## config.mk

```make
export PLATFORM = sky130hd
export DESIGN_NAME = seven_seg_mux
export DESIGN_NICKNAME = d
export VERILOG_FILES = /design/src/rtl/seven_seg_mux.sv
export SDC_FILE = /design/constraint.sdc
export NUM_CORES = 1
export LEC_CHECK = 0
export CAP_MARGIN = 20
export CORE_ASPECT_RATIO = 1.5
export CORE_MARGIN = 3
export CORE_UTILIZATION = 60
export DETAILED_ROUTE_END_ITERATION = 7
export GPL_TIMING_DRIVEN = 0
export PLACE_DENSITY = 0.84
export SLEW_MARGIN = 10
export SYNTH_ARGS = -nofsm -noshare
export SYNTH_HDL_FRONTEND = slang
export SYNTH_SLANG_ARGS = --single-unit
```

## constraint.sdc

```tcl
create_clock -name clk -period 6.8 [get_ports clk]
set_input_delay 1.36 -clock clk [delete_from_list [all_inputs] [get_ports clk]]
set_output_delay 1.36 -clock clk [all_outputs]
set_load 0.02 [all_outputs]
```

## src/rtl/seven_seg_mux.sv

```systemverilog
// Time-multiplexed hex driver for a multi-digit seven-segment display.
// Inputs are double-buffered and take effect only at a frame boundary.
module seven_seg_mux #(
  parameter int DIGITS       = 4,
  parameter int DIV_BITS     = 16,
  parameter int BLANK_CYCLES = 256,
  parameter int ACTIVE_LOW   = 1
) (
  input  logic                  clk,
  input  logic                  rst,
  input  logic [4*DIGITS-1:0]   values,
  input  logic [DIGITS-1:0]     dp,
  input  logic [DIGITS-1:0]     dig_en,
  input  logic                  lz_en,
  input  logic                  load,
  output logic [7:0]            seg,
  output logic [DIGITS-1:0]     sel,
  output logic                  frame_done
);

  localparam int IDX_W = (DIGITS > 1) ? $clog2(DIGITS) : 1;
  localparam logic [IDX_W-1:0]    LAST_IDX  = IDX_W'(DIGITS - 1);
  localparam logic [DIV_BITS-1:0] BLANK_CNT = DIV_BITS'(BLANK_CYCLES);

  function automatic logic [6:0] hex_glyph(input logic [3:0] nib);
    case (nib)
      4'h0: hex_glyph = 7'h3F;
      4'h1: hex_glyph = 7'h06;
      4'h2: hex_glyph = 7'h5B;
      4'h3: hex_glyph = 7'h4F;
      4'h4: hex_glyph = 7'h66;
      4'h5: hex_glyph = 7'h6D;
      4'h6: hex_glyph = 7'h7D;
      4'h7: hex_glyph = 7'h07;
      4'h8: hex_glyph = 7'h7F;
      4'h9: hex_glyph = 7'h6F;
      4'hA: hex_glyph = 7'h77;
      4'hB: hex_glyph = 7'h7C;
      4'hC: hex_glyph = 7'h39;
      4'hD: hex_glyph = 7'h5E;
      4'hE: hex_glyph = 7'h79;
      4'hF: hex_glyph = 7'h71;
      default: hex_glyph = 7'h00;
    endcase
  endfunction

  logic [DIV_BITS-1:0] presc_r;
  logic [IDX_W-1:0]    idx_r;
  logic                frame_done_r;
  logic [7:0]          seg_r;
  logic [DIGITS-1:0]   sel_r;

  logic [4*DIGITS-1:0] pend_values_r, act_values_r;
  logic [DIGITS-1:0]   pend_dp_r, act_dp_r;
  logic [DIGITS-1:0]   pend_en_r, act_en_r;
  logic                pend_lz_r, act_lz_r;
  logic                pend_valid_r;

  logic                terminal_s;
  logic                wrap_s;
  logic                zero_run_s;
  logic [DIGITS-1:0]   lz_blank_s;
  logic [3:0]          nib_s;
  logic                blank_s;
  logic [7:0]          seg_next_s;
  logic [DIGITS-1:0]   sel_next_s;

  // Slot timing: end of slot and end of frame.
  always_comb begin
    terminal_s = &presc_r;
    wrap_s     = terminal_s && (idx_r == LAST_IDX);
  end

  // A digit is a leading zero when it and every more-significant digit are zero or disabled.
  always_comb begin
    lz_blank_s = '0;
    zero_run_s = 1'b1;
    for (int i = DIGITS - 1; i >= 1; i--) begin
      zero_run_s    = zero_run_s & ((act_values_r[4*i +: 4] == 4'h0) | ~act_en_r[i]);
      lz_blank_s[i] = act_lz_r & zero_run_s;
    end
  end

  // Next segment/select pattern for the digit currently addressed.
  always_comb begin
    nib_s   = act_values_r[{idx_r, 2'b00} +: 4];
    blank_s = ~act_en_r[idx_r] | lz_blank_s[idx_r];
    if (blank_s) begin
      seg_next_s = 8'h00;
    end else begin
      seg_next_s = {act_dp_r[idx_r], hex_glyph(nib_s)};
    end
    sel_next_s = '0;
    if (presc_r >= BLANK_CNT) begin
      sel_next_s[idx_r] = 1'b1;
    end else begin
      sel_next_s = '0;
    end
  end

  // Prescaler, digit scan, double buffer and output registers.
  always_ff @(posedge clk or posedge rst) begin
    if (rst) begin
      presc_r       <= '0;
      idx_r         <= '0;
      frame_done_r  <= 1'b0;
      seg_r         <= 8'h00;
      sel_r         <= '0;
      pend_values_r <= '0;
      pend_dp_r     <= '0;
      pend_en_r     <= '0;
      pend_lz_r     <= 1'b0;
      pend_valid_r  <= 1'b0;
      act_values_r  <= '0;
      act_dp_r      <= '0;
      act_en_r      <= '0;
      act_lz_r      <= 1'b0;
    end else begin
      presc_r      <= presc_r + DIV_BITS'(1);
      frame_done_r <= wrap_s;
      seg_r        <= seg_next_s;
      sel_r        <= sel_next_s;
      if (terminal_s) begin
        idx_r <= (idx_r == LAST_IDX) ? '0 : idx_r + IDX_W'(1);
      end
      if (wrap_s && pend_valid_r) begin
        act_values_r <= pend_values_r;
        act_dp_r     <= pend_dp_r;
        act_en_r     <= pend_en_r;
        act_lz_r     <= pend_lz_r;
      end
      // A load on the wrap edge lands in pending and waits for the next frame.
      if (load) begin
        pend_values_r <= values;
        pend_dp_r     <= dp;
        pend_en_r     <= dig_en;
        pend_lz_r     <= lz_en;
        pend_valid_r  <= 1'b1;
      end else if (wrap_s) begin
        pend_valid_r  <= 1'b0;
      end
    end
  end

  assign seg        = (ACTIVE_LOW != 0) ? ~seg_r : seg_r;
  assign sel        = (ACTIVE_LOW != 0) ? ~sel_r : sel_r;
  assign frame_done = frame_done_r;

endmodule

```

==> flow_summary.toml <==
[clock_network]
cts_buffer_depth = 2
cts_sinks = 82
cts_max_level = 3
cts_buffers = 9
cts_resized = 0
clkSlewWorstSetupHoldPaths_ns = 0.09
cts_setup_buffers = 0
cts_tree = "built"
clock_tree.root_cell = "clkbuf_8"
postCtsHoldBufs = 0
insertion_delay_ns = 0.36

[synthesis]
synthCells = 266
synth_nets = 305
yosys.area.top_type_share_pct = 55.80
ys_ff_latch = 82
synth_top_area_cell = "dfrtp_1"
yosysSeqAreaShare_pct = 55.80
yosysWarnings = 0
synthesis.area_um2 = 3677
synth_cell_types = 39
yosysMostFrequentCell = "dfrtp_1"
netlist_top_cells_count = "82 x dfrtp_1, 30 x mux2_2, 22 x inv_1, 20 x mux2_4, 15 x nand2_1"
synthFlopType = "dfrtp_1"
synthArstFlopShare_pct = 100.0
synth_edf_count = 0
yosys-top-cells-area = "dfrtp_1 56%, mux2_2 9.2%, mux2_4 8.2%"
synth.avg_cell_area_um2 = 13.82

[die]
num_rows = 34
core_um2 = 5871
num_io_pins = 41
die_h_um = 101.9
dieArea_um2 = 7123
start_util_pct = 62.64
die_w_um = 69.92

[drt]
drtPass1Iterations = 4
wl_met3_um = 223
via_count = 2168
drtIter0Drc = 111
wl_met2_mm = 3.438
highest_layer = "met4"
postRouteAntennaNets = 0
drc = 0
drt-vias-per-instance = 5.503
detail_route.wirelength_mm = 6.289
met1_length_mm = 2.491
avgRoutedWirePerCell_um = 15.96

[worst_setup_path]
critPathMaxFanout = 1
worstSetupStartpointType = "register"
reg2reg_depth = 7
reg2reg_from = "idx_r[1]$_DFFE_PP0P_"
startpoint = "seg_r[7]$_DFF_PP0_"
r2r_setup_slack_ns = 4.49
r2r-end = "seg_r[3]$_DFF_PP0_"
path_class = "register to primary output"
setup.worst_path.end_class = "primary output"
worstPathArrival_ns = 1.37
worstPathRequired_ns = 5.44

[final_layout]
fin_util_pct = 75.21
syn_to_final_growth_pct = 20.07
diodes = 0
final_layout_size_suffix_gt1_share_pct = 26.09
final_nets = 356

[worst_hold_path]
hold_path_class = "register to register"
whs_path_depth = 1
worstHoldStart = "presc_r[7]$_DFF_PP0_"
min_delay_worst_endpoint = "presc_r[7]$_DFF_PP0_"

[power]
power_uw = 949.7
p_leak_nw = 2.058
ir_drop_v = 0.0002350
p_per_area_nw_per_um2 = 215.1

[global_routing]
grt_max_degree = 63
track_usage_pct = 19.64
grt_antenna_before_repair = 0
gr-total-overflow = 0
grt_pass1_vias = 2295
grt_pass1_wl_mm = 10.70

[timing]
relSlewSlack_pct = 62.69
setup_violations = 0
tns_ns = 0
slew_viol_final = 0
fin_skew_ns = 0.01554
layout_min_cycle_time_ns = 2.735
tightest_slew_ns = 0.5597
final.period_utilization_pct = 40.22
rsz0062_at_grt = "false"
fmax_mhz = 365.7
hold_viol_final = 0

[status]
outcome = "finished, final reports clean"

[placement]
gp_congestion = 0.7921
port_buffers = 39
post-dp-hpwl_mm = 4.357

[run]
drv_cap = 0
## registers in the layout (all words and copies together) (netlist names), 4 cells and up
register / count
act_dp_r: 4
act_en_r: 4
act_values_r: 16
pend_dp_r: 4
pend_en_r: 4
pend_values_r: 16
presc_r: 16
seg_r: 8
sel_r: 4
## worst max-delay path, cell delays in order, from the launching register on
cell	delay, ns
dfrtp_1	0.38
inv_1	0.05
clkdlybuf4s50_1	0.59
## routing by layer
layer  global-route usage, %  vias to the layer above
met5                       0                        -
li1                        -                     1020
met1                   22.16                     1092
met2                   35.18                       45
met4                   8.112                        0
met3                   5.413                       11
## layout by cell type (no fill, tap or decap), types with 3 or more instances in the layout
| master | count |
|---|---|
| xor2_1 | 4 |
| mux4_2 | 6 |
| o221a_2 | 3 |
| nand3_1 | 8 |
| nor2_1 | 4 |
| clkdlybuf4s50_1 | 39 |
| clkbuf_1 | 5 |
| mux2i_1 | 3 |
| and2_1 | 5 |
| mux2_2 | 30 |
| nand2_1 | 15 |
| clkbuf_8 | 10 |
| inv_1 | 21 |
| mux2_4 | 20 |
| and3_1 | 6 |
| dfrtp_1 | 82 |
| ha_1 | 11 |
| a21oi_1 | 3 |
| xnor2_1 | 10 |
## area by class of cell
| cell class | instances | area (um^2) |
|---|---|---|
| sequential | 82 | 2052 |
| fill | 393 | 1455 |
| clock buffer | 11 | 141.4 |
| tap | 72 | 90.09 |
| timing repair buffer | 40 | 417.9 |
| buffer | 9 | 55.05 |
| inverter | 22 | 85.08 |
| multi-input combinational | 153 | 1488 |
| clock inverter | 5 | 86.33 |
## worst max-delay path by stage
| stage | to | cells past startpoint |
|---|---|---|
| after floorplan | act_dp_r[0]$_DFFE_PP0P_ | 1 |
| after global placement | seg_r[4]$_DFF_PP0_ | 2 |
| after detailed placement | pend_values_r[3]$_DFFE_PP0P_ | 3 |
| after CTS | seg[7] | 2 |
| after global routing | seg[1] | 2 |
| final | seg[7] | 2 |
## where the power goes
group	internal (mW)	leakage [nW]	switching, mW
clock network	0.220	0.114	0.173
registers	0.502	1.07	0.00826
logic	0.0286	0.875	0.0179
## logic make-up after synthesis
| group | Yosys count | share of synthesized area [%] |
|---|---|---|
| and+or+nand+nor | 52 | 7.928 |
| adders and majority gates | 11 | 3.743 |
| DFF | 82 | 55.80 |
| AOI/OAI and AO/OA | 17 | 3.607 |
| xor gates and xnor gates | 14 | 3.334 |
| muxes | 59 | 21.84 |
| buffers and inverters | 31 | 3.743 |
## stage by stage
step	hold slack, ns	setup slack (ns)	cells	area, um^2
final	0.4918	4.065	394	4415
after CTS	0.4876	4.048	394	4415
after global placement	0.4707	2.174	377	4158
after global routing	0.5014	4.022	394	4415
after floorplan	0.4479	3.332	266	3677
after detailed placement	0.4735	4.098	378	4188
(Power assumes the default switching activity.)
